File: src/rtl/vga_sprite_ctrl_if.sv
// ----------------------------------------------------------------------------
// vga_sprite_ctrl_if
//   Host command port for vga_sprite_ctrl. It is a valid/ready channel, and a
//   command moves across it only in a cycle where cmd_valid and cmd_ready are
//   both high.
//
//   Signals:
//     cmd_valid  host -> ctrl   command valid
//     cmd_ready  ctrl -> host   controller can accept a command
//     cmd_op     host -> ctrl   0 = SET_X, 1 = SET_Y, 2 = SET_SPEED, 3 = RUN
//     cmd_arg    host -> ctrl   command argument (10 bits)
//
//   Modports:
//     master  host side
//     slave   controller side
// ----------------------------------------------------------------------------
interface vga_sprite_ctrl_if;
    logic       cmd_valid;
    logic       cmd_ready;
    logic [1:0] cmd_op;
    logic [9:0] cmd_arg;

    modport master (
        output cmd_valid,
        output cmd_op,
        output cmd_arg,
        input  cmd_ready
    );

    modport slave (
        input  cmd_valid,
        input  cmd_op,
        input  cmd_arg,
        output cmd_ready
    );
endinterface

File: src/rtl/vga_sprite_ctrl.sv
// ----------------------------------------------------------------------------
// vga_sprite_ctrl
//   Frame-synchronous position controller for the moving square on the
//   800x600 VGA path. Host commands land only in shadow registers. On each
//   vertical-blank strobe the controller does three things in order:
//     1. It commits the pending shadows to the live registers.
//     2. It advances the square, bouncing off the edges.
//     3. It presents registered spr_x/spr_y together with a one-cycle
//        spr_upd pulse.
//   The drawn square therefore never tears.
//
//   Ports:
//     clk          pixel clock (50 MHz)
//     rst_n        asynchronous, active-low reset
//     frame_pulse  one-cycle strobe at the start of vertical blank
//     cmd          host command channel (vga_sprite_ctrl_if.slave)
//     spr_x        square left edge, active-area coordinates
//     spr_y        square top edge
//     spr_upd      one-cycle pulse when new spr_x/spr_y are valid
//     running      motion enabled
//
//   Build option:
//     SPR_WRAP_EN  when defined, the square wraps at the edges instead of
//                  bouncing, and the direction never flips.
// ----------------------------------------------------------------------------
module vga_sprite_ctrl #(
    parameter int H_ACT = 800,
    parameter int V_ACT = 600,
    parameter int SPR_W = 31,
    parameter int SPR_H = 31,
    parameter int X0    = 385,
    parameter int Y0    = 285
) (
    input  logic                 clk,
    input  logic                 rst_n,
    input  logic                 frame_pulse,
    vga_sprite_ctrl_if.slave     cmd,
    output logic [9:0]           spr_x,
    output logic [9:0]           spr_y,
    output logic                 spr_upd,
    output logic                 running
);

    localparam logic [9:0] XMAX   = 10'(H_ACT - SPR_W);
    localparam logic [9:0] YMAX   = 10'(V_ACT - SPR_H);
    localparam logic [9:0] X_RST  = 10'(X0);
    localparam logic [9:0] Y_RST  = 10'(Y0);

    typedef enum logic [1:0] {
        IDLE  = 2'd0,
        APPLY = 2'd1,
        STEP  = 2'd2,
        DONE  = 2'd3
    } state_t;

    typedef enum logic [1:0] {
        OP_SET_X     = 2'd0,
        OP_SET_Y     = 2'd1,
        OP_SET_SPEED = 2'd2,
        OP_RUN       = 2'd3
    } op_t;

    // Result of advancing one axis by one frame.
    typedef struct packed {
        logic [9:0] pos;
        logic       fwd;    // 1 = right/down, 0 = left/up
    } axis_t;

    // One-frame motion of a single axis. The 11-bit intermediates keep
    // pos + spd from overflowing before it is compared with the limit.
    // A speed of zero freezes the axis and leaves its direction unchanged.
    function automatic axis_t step_axis(
        input logic [9:0] pos,
        input logic [3:0] spd,
        input logic       fwd,
        input logic [9:0] lim
    );
        logic [10:0] pos_w;
        logic [10:0] spd_w;
        logic [10:0] lim_w;
        logic [10:0] sum;
        logic [10:0] dif;
        axis_t       r;
        pos_w = {1'b0, pos};
        spd_w = {7'd0, spd};
        lim_w = {1'b0, lim};
        sum   = pos_w + spd_w;
        dif   = pos_w - spd_w;
        r.pos = pos;
        r.fwd = fwd;
        if (spd != 4'd0) begin
`ifdef SPR_WRAP_EN
            if (fwd) begin
                r.pos = (sum > lim_w) ? 10'd0 : sum[9:0];
            end else begin
                r.pos = (pos_w < spd_w) ? lim : dif[9:0];
            end
`else
            if (fwd) begin
                if (sum >= lim_w) begin
                    r.pos = lim;
                    r.fwd = 1'b0;
                end else begin
                    r.pos = sum[9:0];
                end
            end else begin
                if (pos_w <= spd_w) begin
                    r.pos = 10'd0;
                    r.fwd = 1'b1;
                end else begin
                    r.pos = dif[9:0];
                end
            end
`endif
        end
        return r;
    endfunction

    state_t     state_q,   state_d;

    // Shadow registers and their pending flags.
    logic [9:0] sh_x_q,    sh_x_d;
    logic [9:0] sh_y_q,    sh_y_d;
    logic [3:0] sh_dx_q,   sh_dx_d;
    logic [3:0] sh_dy_q,   sh_dy_d;
    logic       sh_run_q,  sh_run_d;
    logic       pend_x_q,  pend_x_d;
    logic       pend_y_q,  pend_y_d;
    logic       pend_spd_q, pend_spd_d;
    logic       pend_run_q, pend_run_d;

    // Live registers.
    logic [9:0] pos_x_q,   pos_x_d;
    logic [9:0] pos_y_q,   pos_y_d;
    logic [3:0] dx_q,      dx_d;
    logic [3:0] dy_q,      dy_d;
    logic       dir_x_q,   dir_x_d;
    logic       dir_y_q,   dir_y_d;
    logic       run_q,     run_d;

    // A position committed this frame is output unmoved.
    logic       fresh_x_q, fresh_x_d;
    logic       fresh_y_q, fresh_y_d;

    // Registered outputs.
    logic [9:0] spr_x_q,   spr_x_d;
    logic [9:0] spr_y_q,   spr_y_d;
    logic       spr_upd_q, spr_upd_d;

    logic       cmd_ready;
    logic       accept;
    axis_t      nx;
    axis_t      ny;

    assign cmd.cmd_ready = cmd_ready;
    assign spr_x         = spr_x_q;
    assign spr_y         = spr_y_q;
    assign spr_upd       = spr_upd_q;
    assign running       = run_q;

    always_comb begin
        state_d    = state_q;
        sh_x_d     = sh_x_q;
        sh_y_d     = sh_y_q;
        sh_dx_d    = sh_dx_q;
        sh_dy_d    = sh_dy_q;
        sh_run_d   = sh_run_q;
        pend_x_d   = pend_x_q;
        pend_y_d   = pend_y_q;
        pend_spd_d = pend_spd_q;
        pend_run_d = pend_run_q;
        pos_x_d    = pos_x_q;
        pos_y_d    = pos_y_q;
        dx_d       = dx_q;
        dy_d       = dy_q;
        dir_x_d    = dir_x_q;
        dir_y_d    = dir_y_q;
        run_d      = run_q;
        fresh_x_d  = fresh_x_q;
        fresh_y_d  = fresh_y_q;
        spr_x_d    = spr_x_q;
        spr_y_d    = spr_y_q;
        spr_upd_d  = 1'b0;

        cmd_ready  = (state_q == IDLE);
        accept     = cmd.cmd_valid && cmd_ready;
        nx         = step_axis(pos_x_q, dx_q, dir_x_q, XMAX);
        ny         = step_axis(pos_y_q, dy_q, dir_y_q, YMAX);

        // Commands are accepted only in IDLE. A command that arrives together
        // with frame_pulse is therefore already pending when APPLY runs.
        if (accept) begin
            case (op_t'(cmd.cmd_op))
                OP_SET_X: begin
                    sh_x_d   = (cmd.cmd_arg > XMAX) ? XMAX : cmd.cmd_arg;
                    pend_x_d = 1'b1;
                end
                OP_SET_Y: begin
                    sh_y_d   = (cmd.cmd_arg > YMAX) ? YMAX : cmd.cmd_arg;
                    pend_y_d = 1'b1;
                end
                OP_SET_SPEED: begin
                    sh_dx_d    = cmd.cmd_arg[3:0];
                    sh_dy_d    = cmd.cmd_arg[7:4];
                    pend_spd_d = 1'b1;
                end
                default: begin
                    sh_run_d   = cmd.cmd_arg[0];
                    pend_run_d = 1'b1;
                end
            endcase
        end

        case (state_q)
            IDLE: begin
                if (frame_pulse) state_d = APPLY;
            end
            APPLY: begin
                if (pend_x_q)   pos_x_d = sh_x_q;
                if (pend_y_q)   pos_y_d = sh_y_q;
                if (pend_spd_q) begin
                    dx_d = sh_dx_q;
                    dy_d = sh_dy_q;
                end
                if (pend_run_q) run_d = sh_run_q;
                fresh_x_d  = pend_x_q;
                fresh_y_d  = pend_y_q;
                pend_x_d   = 1'b0;
                pend_y_d   = 1'b0;
                pend_spd_d = 1'b0;
                pend_run_d = 1'b0;
                state_d    = STEP;
            end
            STEP: begin
                // The outputs are loaded here, so the new position and the
                // spr_upd pulse both appear during DONE.
                if (run_q && !fresh_x_q) begin
                    pos_x_d = nx.pos;
                    dir_x_d = nx.fwd;
                end
                if (run_q && !fresh_y_q) begin
                    pos_y_d = ny.pos;
                    dir_y_d = ny.fwd;
                end
                spr_x_d   = (run_q && !fresh_x_q) ? nx.pos : pos_x_q;
                spr_y_d   = (run_q && !fresh_y_q) ? ny.pos : pos_y_q;
                spr_upd_d = 1'b1;
                state_d   = DONE;
            end
            default: begin
                state_d = IDLE;
            end
        endcase
    end

    always_ff @(posedge clk or negedge rst_n) begin
        if (!rst_n) begin
            state_q    <= IDLE;
            sh_x_q     <= '0;
            sh_y_q     <= '0;
            sh_dx_q    <= '0;
            sh_dy_q    <= '0;
            sh_run_q   <= 1'b0;
            pend_x_q   <= 1'b0;
            pend_y_q   <= 1'b0;
            pend_spd_q <= 1'b0;
            pend_run_q <= 1'b0;
            pos_x_q    <= X_RST;
            pos_y_q    <= Y_RST;
            dx_q       <= 4'd1;
            dy_q       <= 4'd1;
            dir_x_q    <= 1'b1;
            dir_y_q    <= 1'b1;
            run_q      <= 1'b0;
            fresh_x_q  <= 1'b0;
            fresh_y_q  <= 1'b0;
            spr_x_q    <= X_RST;
            spr_y_q    <= Y_RST;
            spr_upd_q  <= 1'b0;
        end else begin
            state_q    <= state_d;
            sh_x_q     <= sh_x_d;
            sh_y_q     <= sh_y_d;
            sh_dx_q    <= sh_dx_d;
            sh_dy_q    <= sh_dy_d;
            sh_run_q   <= sh_run_d;
            pend_x_q   <= pend_x_d;
            pend_y_q   <= pend_y_d;
            pend_spd_q <= pend_spd_d;
            pend_run_q <= pend_run_d;
            pos_x_q    <= pos_x_d;
            pos_y_q    <= pos_y_d;
            dx_q       <= dx_d;
            dy_q       <= dy_d;
            dir_x_q    <= dir_x_d;
            dir_y_q    <= dir_y_d;
            run_q      <= run_d;
            fresh_x_q  <= fresh_x_d;
            fresh_y_q  <= fresh_y_d;
            spr_x_q    <= spr_x_d;
            spr_y_q    <= spr_y_d;
            spr_upd_q  <= spr_upd_d;
        end
    end

endmodule

File: src/flat_wrapper.sv
// flat-port wrapper written by rule: the top's interface ports become plain ports
module vga_sprite_ctrl_flat 
#(
    parameter int H_ACT = 800,
    parameter int V_ACT = 600,
    parameter int SPR_W = 31,
    parameter int SPR_H = 31,
    parameter int X0    = 385,
    parameter int Y0    = 285
)
  (clk, rst_n, frame_pulse, spr_x, spr_y, spr_upd, running, cmd_cmd_valid, cmd_cmd_op, cmd_cmd_arg, cmd_cmd_ready);
  vga_sprite_ctrl_if cmd_i ();
  input  logic clk;
  input  logic rst_n;
  input  logic frame_pulse;
  output logic [9:0] spr_x;
  output logic [9:0] spr_y;
  output logic spr_upd;
  output logic running;
  input wire logic [$bits(cmd_i.cmd_valid)-1:0] cmd_cmd_valid;
  input wire logic [$bits(cmd_i.cmd_op)-1:0] cmd_cmd_op;
  input wire logic [$bits(cmd_i.cmd_arg)-1:0] cmd_cmd_arg;
  output wire logic [$bits(cmd_i.cmd_ready)-1:0] cmd_cmd_ready;
  assign cmd_i.cmd_valid = cmd_cmd_valid;
  assign cmd_i.cmd_op = cmd_cmd_op;
  assign cmd_i.cmd_arg = cmd_cmd_arg;
  assign cmd_cmd_ready = cmd_i.cmd_ready;
  vga_sprite_ctrl #(.H_ACT(H_ACT), .V_ACT(V_ACT), .SPR_W(SPR_W), .SPR_H(SPR_H), .X0(X0), .Y0(Y0)) u_core (.clk(clk), .rst_n(rst_n), .frame_pulse(frame_pulse), .cmd(cmd_i), .spr_x(spr_x), .spr_y(spr_y), .spr_upd(spr_upd), .running(running));
endmodule
File: config.mk
export PLATFORM = sky130hd
export DESIGN_NAME = vga_sprite_ctrl_flat
export DESIGN_NICKNAME = d
export VERILOG_FILES = /design/src/rtl/vga_sprite_ctrl_if.sv /design/src/rtl/vga_sprite_ctrl.sv /design/src/flat_wrapper.sv
export SDC_FILE = /design/constraint.sdc
export NUM_CORES = 1
export LEC_CHECK = 0
export ABC_AREA = 0
export CAP_MARGIN = 20
export CORE_ASPECT_RATIO = 0.8
export CORE_MARGIN = 1
export CORE_UTILIZATION = 35
export DETAILED_ROUTE_END_ITERATION = 8
export SYNTH_ARGS = -nofsm -noshare
export SYNTH_HDL_FRONTEND = slang
export SYNTH_SLANG_ARGS = --single-unit
File: constraint.sdc
create_clock -name clk -period 4 [get_ports clk]
set_clock_uncertainty 0.1 [all_clocks]
set_input_delay 0.4 -clock clk [delete_from_list [all_inputs] [get_ports clk]]
set_output_delay 0.4 -clock clk [all_outputs]
set_load 0.02 [all_outputs]
==> results of run 1 <==
==> power breakdown <==
part	internal [mW]	switching, mW
logic	1.48	2.09
clock network	0.489	0.369
registers	1.40	0.478
total	3.37	2.93
==> cell usage in the layout (no fill, tap or decap), types with 5 or more instances in the layout <==
cell type	count
dfstp_2	20
o2bb2ai_1	8
clkdlybuf4s50_1	37
a21o_1	12
buf_4	7
nand2b_1	8
o31ai_1	7
nor2_1	58
and3_1	6
mux2_2	20
o22ai_1	8
o22a_1	6
clkbuf_16	9
o211ai_1	7
nand2_1	69
a31oi_1	11
a21oi_1	33
inv_1	37
ha_1	18
nand4_1	5
nor3_1	7
o21a_1	9
nand3_1	13
dfrtp_1	69
or2_2	7
xnor2_1	6
o2111ai_1	5
o21ai_0	49
==> area by class of cell <==
cell class / instances / area (um^2) / area share (%)
Multi-Input combinational cell: 476 / 3247 / 48.95
Sequential cell: 89 / 2252 / 33.96
Timing Repair Buffer: 44 / 422.9 / 6.376
Tap cell: 215 / 269.0 / 4.056
Clock buffer: 11 / 232.7 / 3.509
Inverter: 39 / 146.4 / 2.207
Clock inverter: 5 / 62.56 / 0.9432
==> worst paths after layout <==
path / start / endpoint / depth (start not counted)
max: u_core.dy_q[0] / u_core.pos_y_q[7] / 11
min: rst_n / u_core.sh_dy_q[3] / 1
max reg2reg: u_core.dy_q[0] / u_core.pos_y_q[7] / 11
min reg2reg: u_core.spr_x[0] / u_core.spr_x[0] / 2
max in group asynchronous: rst_n / u_core.spr_x[8] / 2
min in group clk: u_core.spr_x[0] / u_core.spr_x[0] / 2
==> per-layer routing <==
| layer | vias to the layer above | routed length (um) |
|---|---|---|
| met5 | - | 0 |
| met3 | 19 | 950 |
| li1 | 2392 | - |
| met4 | 0 | 225 |
| met1 | 2487 | 8358 |
| met2 | 163 | 6452 |
==> flip-flops by register name (all words and copies together) (netlist names) <==
| signal | flops |
|---|---|
| u_core.sh_x_q | 10 |
| u_core.pend_run_q | 1 |
| u_core.state_q | 2 |
| u_core.pend_y_q | 1 |
| u_core.pos_y_q | 10 |
| u_core.dy_q | 4 |
| u_core.sh_dx_q | 4 |
| u_core.spr_upd | 1 |
| u_core.dir_x_q | 1 |
| u_core.pend_spd_q | 1 |
| u_core.fresh_x_q | 1 |
| u_core.dir_y_q | 1 |
| u_core.sh_run_q | 1 |
| u_core.pend_x_q | 1 |
| u_core.sh_dy_q | 4 |
| u_core.sh_y_q | 10 |
| u_core.fresh_y_q | 1 |
| u_core.running | 1 |
| u_core.spr_y | 10 |
| u_core.dx_q | 4 |
| u_core.spr_x | 10 |
| u_core.pos_x_q | 10 |
==> logic make-up (layout without fill, tap and decap cells) <==
| kind of cell | Yosys count | after routing | share of synthesized area (%) |
|---|---|---|---|
| AOI/OAI and AO/OA | 219 | 219 | 27.89 |
| and+or+nand+nor | 204 | 204 | 16.91 |
| DFF | 89 | 89 | 38.62 |
| buffers and inverters | 70 | 99 | 5.749 |
| adders and majority gates | 23 | 23 | 5.450 |
| muxes | 21 | 21 | 4.034 |
| xor gates and xnor gates | 9 | 9 | 1.352 |
==> metrics by stage <==
step | area (um^2) | total power, mW | util [%] | setup slack (ns) | instances
after floorplan | 5832 | 4.414 | - | 0.9038 | 635
after global placement | 6337 | 5.371 | 39.60 | 0.7217 | 863
after detailed placement | 6337 | 5.429 | 39.60 | 0.6211 | 863
after CTS | 6633 | 6.314 | 41.44 | 0.5787 | 879
after global routing | 6633 | 6.817 | 41.44 | 0.3597 | 879
final | 6633 | 6.301 | 41.44 | 0.5666 | 879
==> summary by stage, run 1 <==
Status
The run finished with clean final reports.

Synth
The prevailing post-synth register cell is dfrtp_1. The number of different library cells in the post-synthesis netlist is 95. The post-synthesis instance area is ~5800 um^2. The share of the yosys chip area belonging to registers is between 30 and 40%. For this run, the number of Yosys warnings is 0.

In the synthesized netlist the async set-or-reset flop fraction comes to 100.0%. Summed over all instances, the cell type with the most area after synthesis is dfrtp_1. By count the netlist is led by dfrtp_1 (69), nand2_1 (69), nor2_1 (58). When the netlist entered floorplanning its net count stood at 674. The top cell type by area accounts for 29.61% of the synthesized area. In this run, synthesis inferred 0 flip-flops with an integrated enable.

Synthesis inferred 89 register bits. Dividing the synthesized area by the synthesized cell count gives 9.184 um^2. By area the synthesized netlist is led by dfrtp_1 (30%), dfstp_2 (9.0%), nand2_1 (4.4%). In the synthesized netlist, the number of instances is around 640.

Clocking
The H-tree depth is 3. TritonCTS built the clock tree. The cell chosen for the clock root is clkbuf_16. The maximum count of clock buffers along a single path is 2. The clock transition at the register clock pins on the worst setup and hold paths after CTS is around 0.070 ns. Post-CTS timing repair inserted 0 buffers for setup.

The clock network latency to the later pin of the worst-skew pair is 0.35 ns. TritonCTS created 9 clock buffers. The tree built by TritonCTS fans out to 89 sinks. The number of gates resized after CTS was 0. The number of buffers inserted for hold repair after clock tree synthesis is 0.

Drt
The via count normalized by instance count is 5.758. The total number of vias is 5061. The remaining antenna violation count after routing is 0. The final wirelength is 15990 um. The violation count after the first detailed-route iteration is 379. After detailed routing, the average wire length per cell comes to 18.19 um. The first TritonRoute pass finished after 5 iterations.

The count of unresolved DRC violations after routing is 0.

Critical path
On the worst path, the slowest cell contributes a delay of 0.56 ns. Traced cell by cell, the critical path runs through ha_1 -> inv_1 -> fa_1 -> or2_4 -> a21o_2 -> xnor2_1 -> a2111oi_4 -> nor3_1 -> o21a_1 -> o221a_1 -> a221oi_2. STA classifies the critical path endpoint as a flip-flop. For the worst setup path, the data required time is about 4.2 ns.

STA classifies the critical path startpoint as a flip-flop. The critical path start-end classification is reg2reg. The family of cells with the greatest summed delay on the critical path is compound AO/OA/AOI/OAI gates. The buffers plus inverters on the worst setup path is 1.

The register-to-register path setup slack is 0.57 ns. The cell at the slowest stage of the critical path is dfstp_2. In this run the worst path has a maximum fanout of 6. At the worst endpoint, the arrival time is about 3.6 ns.

Placement
The count of input and output buffers is 38. The HPWL reported at the end of detailed placement is between 10000 and 15000 um. The congestion estimate from routability-driven global placement came to about 0.96.

GRT
The initial antenna violation count came to 0. The total congestion overflow after global routing is 0. The maximum number of pins on one net before global-route repair is 73.

The combined global-route utilization of all metal layers is around a fifth. The number of global-route vias before repair came to approximately 4900. For this run, global-route usage on met2 was measured as a little over a quarter.

The met1 track utilization from global routing is a little under a third. The wire length of the first global-routing pass is about 27000 um. The layer flagged by global routing as most heavily used is met1. The global-route track usage on met3 is 4.147%.

Floorplanning
The die width is 146.3 um. 39 I/O pins were placed. The core region is about 16000 um^2. For this configuration, the core starts out at a cell density of a little over a third. The total number of placement rows is 41. The vertical die dimension is 117.5 um. The floorplan step defined a die boundary enclosing 17190 um^2.

Timing
The relative slew slack is 37.64%. The number of hold violations in the final report came to 0. For the pin with the worst max-slew slack, the measured transition is 0.9354 ns. The aggregate negative setup slack is 0 ns. Setup repair after global routing left no endpoint under its margin. The worst path uses 85.83% of the clock period. Setup violations remaining at the end of the flow were counted as 0. The final max-slew violation count came to 0. For this run, the top clock speed supported by timing is between 200 and 300 MHz. The clock period minus final worst setup slack is 3.433 ns. Across all hold checks on the routed design, the worst slack comes to around 0.075 ns.

Power
The leakage power of the design is ~2.7 nW. Across the VDD grid, the largest voltage drop is roughly 0.29 mV. In this run the power density over the cells is 950.0 nW/um^2.

Cells and area
The fraction of final layout cells with drive strength greater than 1 is 15.21%. The number of inserted diodes is 0. After filler insertion, the fill cell instance count of the layout stands at 1575.

The number of nets in the layout is 698. The area added between synthesis and finish is 13.73%.

Worst hold path
The class of the worst hold path is in2async.

Run
Max-cap violations in this run came to 0.
No activity file was read; power rests on OpenSTA's default activity.
==> inputs of run 2 (changes only) <==
--- a/config.mk
+++ b/config.mk
@@ -11,6 +11,7 @@
 export CORE_MARGIN = 1
 export CORE_UTILIZATION = 35
 export DETAILED_ROUTE_END_ITERATION = 8
+export PLACE_DENSITY_LB_ADDON = 0.1
 export SYNTH_ARGS = -nofsm -noshare
 export SYNTH_HDL_FRONTEND = slang
 export SYNTH_SLANG_ARGS = --single-unit
==> summary by stage, run 2 (same netlist as run 1, synthesis figures left out) <==
Status
The flow ran to the end, and the final reports show no timing, DRC or antenna violations.

Power
The leakage power of the design is 2.720 nW (+0.77%). The ratio of total power to cell area came to 946.9 nW/um^2 (-0.32%). The proportion of power drawn by the clock network is 13.2% (-0.4 points). The sequential cell fraction of total power is 29.8% (about the same).

The total internal power is 3.314 mW (-1.6%). The worst ir drop on vdd is 0.3898 mV (+34%). The net switching power is 2.991 mW (+2.0%). The switching power as a share of total power is 47.44% (+0.89 points).

The total power draw is 6.306 mW (about the same). The share of total power in combinational logic is 57.0% (+0.4 points).

Timing
The number of hold violations in the final report was 0 (unchanged). The final cycle utilization of the critical path is 85.32% (-0.51 points). The total of endpoints with negative setup slack in the final report is 0 (unchanged). The relative slew slack is 49.23% (+12 points). The final max-slew violation count is 0 (unchanged).

The clock period minus final worst setup slack is 3.413 ns (-0.02050 ns). The aggregate negative setup slack is 0 ns (unchanged). The slew at the pin closest to its max-slew limit came to 0.7616 ns (-0.1738 ns). The peak clock frequency supported by timing is 293.0 MHz (+0.60%). The final worst slack is 0.5871 ns (+0.02050 ns). The post-route worst hold slack was 0.3070 ns (+0.2315 ns).

Setup repair after global routing left no endpoint under its margin.

GRT
The combined global-route utilization of all metal layers is 19.79% (+0.19 points). The wire length of the first global-routing pass came to 26850 um (+0.70%). The maximum number of pins on one net before global-route repair is 76 (+4.1%). The total congestion overflow after global routing came to 0 (unchanged). The number of global-route vias before repair came to 4771 (-2.9%). The initial antenna violation count was 0 (unchanged).

Worst hold path
The min-delay analysis places its worst path in the category in2async.

Cells and area
The number of inserted diodes is 0 (unchanged). The final instance area came to 6659 um^2 (+0.40%). The number of nets in the layout was 700 (+0.29%). The final core area utilization is 41.60% (+0.16 points). The number of fill cells in the layout was 1607 (+2.0%).

Leaving out fill and tap cells, the most frequent cells in the layout are nand2_1 (69), dfrtp_1 (69), nor2_1 (58), o21ai_0 (49). The fraction of final layout cells with drive strength greater than 1 is 15.47% (+0.25 points). From synthesis to final layout, the design area changed by 14.18%. The number of cells in the finished layout apart from fillers is 881 (+0.23%).

Placement
The total instance count after detailed placement was 863 (unchanged). The HPWL reported at the end of detailed placement came to 12060 um (+1.2%). The total placed instance area is 6337 um^2 (unchanged). The weighted congestion reported at the end of routability-driven placement is 0.8877 (-7.4%). The count of input and output buffers was 38 (unchanged). The setup slack at placement is 0.6472 ns (+0.02604 ns).

Clocking
TritonCTS built the clock tree. The sink count of the clock tree is 89 (unchanged). The maximum count of clock buffers along a single path is 2 (unchanged). The H-tree depth is 3 (unchanged). The count of instances resized after the clock tree is built is 0 (unchanged). The number of buffers inserted for hold repair after clock tree synthesis came to 0 (unchanged). In this run the clock root is driven by a clkbuf_16. The post-CTS setup repair buffer count came to 0 (unchanged). The clock transition at the register clock pins on the worst setup and hold paths after CTS is 0.07 ns (about the same). The total clock buffers created by CTS is 9 (unchanged).

The clock network latency to the later pin of the worst-skew pair is 0.35 ns (about the same).

Floorplanning
The initial core utilization was 36.44% (unchanged). The number of ports placed on the die boundary was 39 (unchanged). The die width is 146.3 um (unchanged).

The full die area is 17190 um^2 (unchanged). The total number of placement rows is 41 (unchanged). The core region area is 16010 um^2 (unchanged). The vertical die dimension is 117.5 um (unchanged).

Drt
The total number of vias came to 5002 (-1.2%). The final wirelength is 16350 um (+2.2%). The via count normalized by instance count is 5.678 (-1.4%). The violation count after the first detailed-route iteration is 490 (+29%). The remaining antenna violation count after routing is 0 (unchanged). The average wire per cell in the routed design came to 18.55 um (+2.0%). The count of unresolved DRC violations after routing is 0 (unchanged). The iteration count of the initial detailed-routing pass is 7 (+2).

Critical path
The family of cells with the greatest summed delay on the critical path is compound AO/OA/AOI/OAI gates. The nature of the critical path endpoint is a flip-flop. The path length in cells of the critical path was 11 (unchanged). The buffers plus inverters on the worst setup path is 1 (unchanged).

The worst-case reg-to-reg path depth came to 11 (unchanged). The worst-path maximum fanout is 6 (unchanged). The signal on the critical path passes through ha_1 -> inv_1 -> fa_1 -> or2_4 -> a21o_2 -> xnor2_1 -> a2111oi_4 -> nor3_1 -> o21a_1 -> o221a_1 -> a221oi_2. The biggest cell delay along the critical path is 0.56 ns (about the same). The data arrival time of the worst path came to 3.58 ns (about the same). The largest individual stage delay along the critical path comes from the cell dfstp_2. The worst setup path is launched from a flip-flop. The critical path start-end classification is reg2reg. The data required time at the worst endpoint came to 4.16 ns (about the same).

Run
The max-capacitance violation count is 0 (unchanged).
==> run 2: cell count changes in the layout (fill, tap and decap cells not counted) <==
cell | before | now
buf_16 | 0 | 1
bufinv_16 | 1 | 0
clkbuf_1 | 2 | 1
clkinvlp_4 | 2 | 0
dlygate4sd3_1 | 0 | 1
inv_6 | 2 | 5
inv_8 | 0 | 1
==> run 2: cell type report <==
cell class              count  area, um^2  share of cell area, %
clock buffers              10       229.0                  3.439
inverters                  39       146.4                  2.198
multi-input cells         476        3247                  48.76
repair buffers             46       460.4                  6.915
well taps                 215       269.0                  4.040
flip-flops and latches     89        2252                  33.82
clock inverters             6       55.05                 0.8268
==> run 2: routing by layer <==
| layer | vias up | wire length (um) | GRT usage, % |
|---|---|---|---|
| li1 | 2386 | - | - |
| met1 | 2418 | 8828 | 32.56 |
| met2 | 178 | 6342 | 25.95 |
| met3 | 20 | 1005 | 3.837 |
| met4 | 0 | 168 | 3.776 |
| met5 | - | 0 | 0 |
==> run 2: power by group through the flow <==
stage / combinational (mW) / sequential (mW) / clock [mW]
after global routing: 3.97 / 1.96 / 0.900
after CTS: 3.58 / 1.88 / 0.863
after detailed placement: 3.56 / 1.89 / 0
after floorplan: 2.65 / 1.76 / 0
final: 3.59 / 1.88 / 0.833
after global placement: 3.56 / 1.88 / 0
==> run 2: final timing paths <==
check	startpoint	endpoint	slack, ns
max	u_core.dy_q[0]	u_core.pos_y_q[7]	0.59
max in group asynchronous	rst_n	u_core.spr_y[3]	2.60
max reg2reg	u_core.dy_q[0]	u_core.pos_y_q[7]	0.59
min in group clk	u_core.sh_y_q[6]	u_core.sh_y_q[6]	0.38
min reg2reg	u_core.sh_y_q[6]	u_core.sh_y_q[6]	0.38
min	rst_n	u_core.spr_x[5]	0.31
==> run 2: worst register-to-register path, cell delays in order, from the launching register on <==
cell and delay (ns):
dfstp_2 0.56, ha_1 0.18, inv_1 0.06, fa_1 0.47, or2_4 0.30, a21o_2 0.21, xnor2_1 0.18, a2111oi_4 0.43
nor3_1 0.12, o21a_1 0.24, o221a_1 0.25, a221oi_2 0.24
==> inputs of run 3 (changes only) <==
--- a/config.mk
+++ b/config.mk
@@ -12,6 +12,7 @@
 export CORE_UTILIZATION = 35
 export DETAILED_ROUTE_END_ITERATION = 8
 export PLACE_DENSITY_LB_ADDON = 0.1
+export RECOVER_POWER = 100
 export SYNTH_ARGS = -nofsm -noshare
 export SYNTH_HDL_FRONTEND = slang
 export SYNTH_SLANG_ARGS = --single-unit
==> summary by stage, run 3 (same netlist as run 1, synthesis figures left out) <==
Floorplanning
The vertical die dimension is 117.5 um (unchanged). The total number of placement rows came to 41 (unchanged). The die width is 146.3 um (unchanged).

The number of ports placed on the die boundary was 39 (unchanged). The full die area came to 17190 um^2 (unchanged). The core region area is 16010 um^2 (unchanged). The initial core utilization is 36.44% (unchanged).

Power
The ratio of total power to cell area is 941.8 nW/um^2 (-0.54%). The worst ir drop on vdd is 0.3864 mV (-0.86%). The total power draw is 6.218 mW (-1.4%). The leakage power of the design was 2.704 nW (-0.58%).

Timing
The peak clock frequency supported by timing is 279.4 MHz (-4.6%). The final cycle utilization of the critical path came to 89.48% (+4.2 points). Setup repair after global routing left no endpoint under its margin.

The clock period minus final worst setup slack came to 3.579 ns (+0.1663 ns). The final max-slew violation count came to 98 (+98). The number of hold violations in the final report came to 0 (unchanged). The total of endpoints with negative setup slack in the final report is 0 (unchanged).

The slew at the pin closest to its max-slew limit is 1.730 ns (+0.9687 ns). The relative slew slack came to -15.35% (-65 points). The aggregate negative setup slack is 0 ns (unchanged).

Critical path
The worst setup path is of the reg2reg kind. The worst-path maximum fanout is 6 (unchanged). The nature of the critical path endpoint is a flip-flop. The data required time at the worst endpoint was 4.12 ns (-0.04 ns).

The data arrival time of the worst path is 3.70 ns (+0.12 ns). The startpoint type of the worst setup path is a flip-flop.

GRT
The total congestion overflow after global routing came to 0 (unchanged). The number of global-route vias before repair is 4771 (unchanged). The maximum number of pins on one net before global-route repair came to 76 (unchanged). The combined global-route utilization of all metal layers is 19.79% (unchanged). The initial antenna violation count is 0 (unchanged). The wire length of the first global-routing pass is 26850 um (unchanged).

Cells and area
The final core area utilization came to 41.25% (-0.35 points). The fraction of final layout cells with drive strength greater than 1 was 13.51% (-2.0 points). The number of nets in the layout is 700 (unchanged).

The area added between synthesis and finish is 13.22%. The number of fill cells in the layout came to 1618 (+0.68%). The number of inserted diodes is 0 (unchanged).

The top cell types in the final layout, fill and taps aside, are nand2_1 (69), dfrtp_1 (69), nor2_1 (58), o21ai_0 (50), inv_1 (37).

Clocking
The clock network latency to the later pin of the worst-skew pair is 0.35 ns (about the same). The cell sitting at the root of the clock tree is a clkbuf_16. The H-tree depth is 3 (unchanged).

TritonCTS built the clock tree. The total clock buffers created by CTS is 9 (unchanged). The maximum count of clock buffers along a single path is 2 (unchanged).

The sink count of the clock tree is 89 (unchanged). The count of instances resized after the clock tree is built is 0 (unchanged). The clock transition at the register clock pins on the worst setup and hold paths after CTS was 0.07 ns (about the same).

The number of buffers inserted for hold repair after clock tree synthesis came to 0 (unchanged). The post-CTS setup repair buffer count is 0 (unchanged).

Drt
The count of unresolved DRC violations after routing came to 0 (unchanged). The total number of vias was 4958 (-0.88%). The violation count after the first detailed-route iteration is 454 (-7.3%). The via count normalized by instance count is 5.628 (-0.88%).

The final wirelength is 16320 um (-0.18%). The remaining antenna violation count after routing was 0 (unchanged). The iteration count of the initial detailed-routing pass is 5 (-2).

The average wire per cell in the routed design was 18.52 um (-0.18%).

Placement
The HPWL reported at the end of detailed placement is 12060 um (unchanged). The weighted congestion reported at the end of routability-driven placement is 0.8877 (unchanged). The count of input and output buffers is 38 (unchanged).

Run
The max-capacitance violation count is 2 (+2).

Status
The checks that failed: capacitance limit, slew limit. The flow ran to the end, but the final reports show violations.

Worst hold path
The class of the worst hold path is reg2reg.
[run 3: cell count changes in the layout (fill, tap and decap cells not counted), moves of 2 or more]
cell and change:
clkdlybuf4s50_1 -23, or2_0 +3, or2_2 -2, dfstp_2 -3, buf_4 -5, dlygate4sd3_1 +23, clkbuf_1 +5, dfstp_1 +3
[run 3: report_power, final]
| part | leakage [nW] | total [mW] | switching (mW) | internal (mW) |
|---|---|---|---|---|
| combinational | 1.50 | 3.52 | 2.11 | 1.41 |
| sequential | 1.06 | 1.87 | 0.473 | 1.40 |
| clock | 0.141 | 0.833 | 0.396 | 0.437 |
| total | 2.70 | 6.22 | 2.98 | 3.24 |
[run 3: routing by layer]
layer | routed length, um | global-route usage [%]
met1 | 8776 | 32.56
met3 | 978 | 3.837
met2 | 6419 | 25.95
met5 | 0 | 0
met4 | 142 | 3.776
[run 3: final timing paths]
| check | startpoint | end | cells past startpoint | slack (ns) |
|---|---|---|---|---|
| setup / recovery | u_core.dy_q[0] | u_core.pos_y_q[7] | 11 | 0.42 |
| hold / removal | u_core.sh_y_q[6] | u_core.sh_y_q[6] | 2 | 0.38 |
| setup reg to reg | u_core.dy_q[0] | u_core.pos_y_q[7] | 11 | 0.42 |
| hold reg to reg | u_core.sh_y_q[6] | u_core.sh_y_q[6] | 2 | 0.38 |
| max in group asynchronous | rst_n | u_core.dy_q[2] | 4 | 0.95 |
| min in group asynchronous | rst_n | u_core.spr_x[5] | 2 | 0.39 |
[run 3: metrics by stage]
step	worst slack, ns	hold WS [ns]	instances	cell area [um^2]
finish	0.4209	0.3752	881	6603
global placement	0.7042	0.3628	863	6337
global route	0.2405	0.4130	881	6603
CTS	0.6159	0.1521	879	6621
detailed placement	0.6472	0.3671	863	6337
floorplan	0.9038	0.004409	635	5832
[run 3: worst max-delay path, stage by stage, from the launching register on]
cell and delay (ns):
dfstp_1 0.57, ha_1 0.19, inv_1 0.06, fa_1 0.46
or2_0 0.34, a211o_2 0.38, a22oi_2 0.27, o21ai_0 0.24
o311ai_1 0.30, o21a_1 0.21, o221a_1 0.24, a221oi_2 0.07
[run 3: cell type report]
type | count | area (um^2) | area share, %
inverter | 39 | 146.4 | 2.217
timing repair buffer | 46 | 419.2 | 6.348
tap | 215 | 269.0 | 4.074
clock buffer | 10 | 229.0 | 3.468
multi-input combinational | 476 | 3232 | 48.95
clock inverter | 6 | 55.05 | 0.8338
sequential | 89 | 2252 | 34.11
